[src/rtl/tx_bd_framer.sv]
// Transmit framer: alternating preamble, one repeated boundary symbol, then payload
// bits from an upstream source, one symbol per sym_en strobe.
module tx_bd_framer #(
  parameter int MAX_WINDOW_WIDTH = 8,
  parameter int LEN_WIDTH        = 12
) (
  input  logic                        clk,
  input  logic                        rst,
  input  logic                        sym_en,
  input  logic [MAX_WINDOW_WIDTH-1:0] TX_PRE_LEN,
  input  logic [LEN_WIDTH-1:0]        TX_PAYLOAD_LEN,
  input  logic                        start,
  input  logic                        abort,
  input  logic                        data_in,
  input  logic                        data_vld,
  output logic                        data_rdy,
  output logic                        BPSK,
  output logic                        tx_vld,
  output logic                        HDR_Pos,
  output logic                        busy,
  output logic                        done,
  output logic                        underflow,
  output logic                        cfg_err
);

  typedef enum logic [1:0] {
    IDLE = 2'd0,
    PRE  = 2'd1,
    BD   = 2'd2,
    PAY  = 2'd3
  } state_t;

  state_t                      state_r;
  logic [MAX_WINDOW_WIDTH-1:0] pre_len_r;
  logic [MAX_WINDOW_WIDTH-1:0] pre_cnt_r;
  logic [LEN_WIDTH-1:0]        pay_len_r;
  logic [LEN_WIDTH-1:0]        pay_cnt_r;
  logic                        cfg_ok_s;
  logic                        pre_last_s;
  logic                        pay_last_s;

  // Config check and last-symbol detection; full-width compares so counters never wrap.
  always_comb begin
    cfg_ok_s   = (TX_PRE_LEN > MAX_WINDOW_WIDTH'(1'b1)) && (TX_PAYLOAD_LEN != LEN_WIDTH'(1'b0));
    pre_last_s = (pre_cnt_r == (pre_len_r - MAX_WINDOW_WIDTH'(1'b1)));
    pay_last_s = (pay_cnt_r == (pay_len_r - LEN_WIDTH'(1'b1)));
    data_rdy   = (state_r == PAY) && sym_en;
  end

  // Frame sequencer with registered symbol and status outputs.
  always_ff @(posedge clk) begin
    if (rst) begin
      state_r   <= IDLE;
      pre_len_r <= MAX_WINDOW_WIDTH'(1'b0);
      pre_cnt_r <= MAX_WINDOW_WIDTH'(1'b0);
      pay_len_r <= LEN_WIDTH'(1'b0);
      pay_cnt_r <= LEN_WIDTH'(1'b0);
      BPSK      <= 1'b0;
      tx_vld    <= 1'b0;
      HDR_Pos   <= 1'b0;
      busy      <= 1'b0;
      done      <= 1'b0;
      underflow <= 1'b0;
      cfg_err   <= 1'b0;
    end else begin
      done      <= 1'b0;
      underflow <= 1'b0;
      cfg_err   <= 1'b0;
      if (abort) begin
        state_r   <= IDLE;
        pre_cnt_r <= MAX_WINDOW_WIDTH'(1'b0);
        pay_cnt_r <= LEN_WIDTH'(1'b0);
        BPSK      <= 1'b0;
        tx_vld    <= 1'b0;
        HDR_Pos   <= 1'b0;
        busy      <= 1'b0;
      end else begin
        case (state_r)
          IDLE: begin
            if (sym_en) begin
              BPSK    <= 1'b0;
              tx_vld  <= 1'b0;
              HDR_Pos <= 1'b0;
            end
            if (start) begin
              if (cfg_ok_s) begin
                pre_len_r <= TX_PRE_LEN;
                pay_len_r <= TX_PAYLOAD_LEN;
                pre_cnt_r <= MAX_WINDOW_WIDTH'(1'b0);
                pay_cnt_r <= LEN_WIDTH'(1'b0);
                state_r   <= PRE;
                busy      <= 1'b1;
              end else begin
                cfg_err <= 1'b1;
              end
            end
          end
          PRE: begin
            if (sym_en) begin
              BPSK      <= pre_cnt_r[0];
              tx_vld    <= 1'b1;
              HDR_Pos   <= 1'b1;
              pre_cnt_r <= pre_cnt_r + MAX_WINDOW_WIDTH'(1'b1);
              if (pre_last_s) begin
                state_r <= BD;
              end
            end
          end
          BD: begin
            // BPSK is left untouched: the missing transition marks the header.
            if (sym_en) begin
              tx_vld  <= 1'b1;
              HDR_Pos <= 1'b0;
              state_r <= PAY;
            end
          end
          PAY: begin
            if (sym_en) begin
              tx_vld  <= 1'b1;
              HDR_Pos <= 1'b0;
              if (data_vld) begin
                BPSK      <= data_in;
                pay_cnt_r <= pay_cnt_r + LEN_WIDTH'(1'b1);
                if (pay_last_s) begin
                  done    <= 1'b1;
                  busy    <= 1'b0;
                  state_r <= IDLE;
                end
              end else begin
                underflow <= 1'b1;
              end
            end
          end
          default: begin
            state_r <= IDLE;
            BPSK    <= 1'b0;
            tx_vld  <= 1'b0;
            HDR_Pos <= 1'b0;
            busy    <= 1'b0;
          end
        endcase
      end
    end
  end

endmodule

[config.mk]
export PLATFORM = sky130hd
export DESIGN_NAME = tx_bd_framer
export DESIGN_NICKNAME = d
export VERILOG_FILES = /design/src/rtl/tx_bd_framer.sv
export SDC_FILE = /design/constraint.sdc
export NUM_CORES = 1
export LEC_CHECK = 0
export CORE_MARGIN = 3
export CORE_UTILIZATION = 50
export CTS_CLUSTER_SIZE = 30
export DETAILED_ROUTE_END_ITERATION = 6
export GPL_TIMING_DRIVEN = 0
export PLACE_DENSITY = 0.76
export SYNTH_ARGS = -nofsm -noshare
export SYNTH_HDL_FRONTEND = slang
export SYNTH_SLANG_ARGS = --single-unit
[constraint.sdc]
create_clock -name clk -period 2.3 [get_ports clk]
set_input_delay 0.575 -clock clk [delete_from_list [all_inputs] [get_ports clk]]
set_output_delay 0.575 -clock clk [all_outputs]
set_load 0.05 [all_outputs]
==> reports/metrics.csv <==
metric,value,unit
worst rel slew slack,65.89,%
minimum clock period,2197,ps
crit path max fanout,6,
Port-buffer cells,33,
DR WL/cell,16.00,microns
end of the critical path,pay_cnt_r[11],
post-layout net count,402,
vias in the first global route,2424,
vias per cell,5.558,
Max Buffers Root-to-Sink,2,
fmax,455.1,MHz
part of the cycle the worst path needs,95.53,%
Worst-path clk slew,90,ps
Worst Setup SP,TX_PAYLOAD_LEN[6],
critical path required time,2500,ps
Final setup viols,0,
clk root buf,clkbuf_8,
Setup Crit Path Kind,input port to flip-flop,
Reg-to-Reg Start,pay_len_r[1],
footprint of the multi-input gates,1862,sq um
Area contributors post-synth,"dfxtp_1, mux2i_1, nor2_1",
WL final,6990,microns
status,completed,
Fin. Hold Viols,0,
post-synthesis cell count,321,
Power Total,0.002083,W
dominant cell type by area after synthesis,dfxtp_1,
final weighted congestion in routability-driven placement,0.7778,
number of DRC markers in iteration 0,127,
DRT Pass-1 Iters,4,
DR vias,2429,
dpl hpwl,4690,microns
FF+latch area,992.2,sq um
Fin Hold WS,505.0,ps
crit end category,flip-flop,
Num CTS Buffers,5,
max_cap viols,0,
Post-synth ARST share,0,%
critical path arrival,2400,ps
"Seq/Total Area, Yosys",34.80,%
die height,81.09,microns
ANT nets after route,0,
share of cells above drive strength 1,14.71,%
core footprint,5270,sq um
Synth top area share,34.80,%
Residual DRC,0,
"Slew Viols, Final",0,
Clock Skew,6.281,ps
Commonest cells post-synth,"nor2_1, dfxtp_1, mux2i_1",
Peak VDD IR,0.0003869,V
die area,6575,sq um
first-pass GRT wire length,11190,microns
R2R cell count,10,
Syn. warnings,0,
clock sinks,49,
Filler cells,406,
HP Class,flip-flop to flip-flop,
power density cells,588.2,nW/um^2
FP Rows,26,
syn_nets,357,
FF-to-FF setup slack,120,ps
chip width,81.09,microns
most common cell in the netlist,nor2_1,
post-synthesis cell type count,51,
Synth-to-Final Area Change,25.65,%
initial core utilization,53.49,%
Post-synth top flop,dfxtp_1,
GRT Total Usage,21.88,%
H-tree depth,2,
CTS Hold Bufs,0,
clock latency on the worst-skew pair,310,ps
io pins,35,
Worst setup SP type,input port,
Post-synth EDFFs,0,
antenna cells,0,
GR Overflow Total,0,
Worst-Margin Slew,510.0,ps
initial antenna violation count,0,
Leakage,1.362,nW
CTS tree,done,
synthesized area,2819,sq um
largest net degree at the start of global routing,17,
worst reg2reg endpoint,state_r[0],
flip-flop and latch count after synthesis,49,
synthesized area per cell,8.782,sq um
logic make-up (layout without fill, tap and decap cells):
group,after synthesis,count (layout),synth area share [%]
buf+inv,21,67,3.152
flops,49,49,34.80
mux,22,22,7.812
simple gates,142,142,28.14
xor+xnor,39,39,12.12
fa+ha+maj,9,9,3.995
compound gates,39,39,9.987
flip-flops by register name, indices dropped and copies added, names as in the netlist:
signal,count
busy,1
pre_len_r,8
BPSK,1
pay_len_r,12
state_r,2
pay_cnt_r,12
HDR_Pos,1
pre_cnt_r,8
cfg_err,1
underflow,1
done,1
tx_vld,1
cell type report:
type | count | area share [%]
multi-input cells | 251 | 52.56
flip-flops and latches | 49 | 28.01
repair buffers | 39 | 10.49
well taps | 70 | 2.473
clock buffers | 5 | 1.943
clock inverters | 3 | 1.943
plain buffers | 12 | 1.731
inverters | 8 | 0.8478
worst min-delay path by stage:
stage,start,end,slack (ps),cells past startpoint
global route,BPSK,BPSK,530,2
global placement,HDR_Pos,HDR_Pos,480,2
CTS,HDR_Pos,HDR_Pos,510,2
finish,HDR_Pos,HDR_Pos,500,2
detailed placement,HDR_Pos,HDR_Pos,490,2
floorplan,pay_cnt_r[1],pay_cnt_r[1],470,2
layout by cell type, fill, tap and decap left out, types with 10 or more instances in the layout:
cell	synthesis	routed
clkdlybuf4s50_1	0	12
a21oi_1	13	13
nand4_1	10	10
dlygate4sd2_1	0	19
mux2i_1	22	22
nor2_1	53	53
xnor2_1	19	19
nand3_1	14	14
xor2_1	20	20
dfxtp_1	49	44
nand2_1	11	11
stage by stage:
step	cell area (sq um)	TNS, ps	cells	utilization [%]	worst slack (ps)
2_1_floorplan	2819	0	321	-	94.12
3_3_place_gp	3237	-20760	424	61.42	-557.2
3_5_place_dp	3237	-22270	424	61.42	-590.8
4_1_cts	3448	0	435	65.43	21.70
5_1_grt	3542	-11.12	437	67.21	-11.12
6_report	3542	0	437	67.21	102.8
metal layers:
metal  GRT usage [%]  share of wire, %  vias to the layer above
li1                -                 -                     1215
met1           27.04                45                     1146
met2           38.18                50                       59
met3           3.991               4.4                        9
met4           7.264               1.2                        0
met5               0                 0                        -
worst max-delay path: stages:
cell and delay [ps]:
dlygate4sd2_1 230, nor4_1 70, and3_1 210, o31a_1 300
buf_6 150, or3_4 400, nor4_4 270, xnor2_1 150
nor2_1 50
timing repair:
action,4_1_cts,5_1_grt
resized for setup,35,21
setup endpoints to repair,44,24
pin swaps,10,9
buffers inserted,4,2
power breakdown:
group / internal, W / switching [W] / total (W) / leakage [nW]
Sequential: 0.000873 / 0.0000407 / 0.000914 / 0.400
Combinational: 0.000201 / 0.000216 / 0.000417 / 0.893
Clock: 0.000438 / 0.000314 / 0.000752 / 0.0687
Total: 0.00151 / 0.000571 / 0.00208 / 1.36
Note: power is estimated with default switching activity, not from simulation.
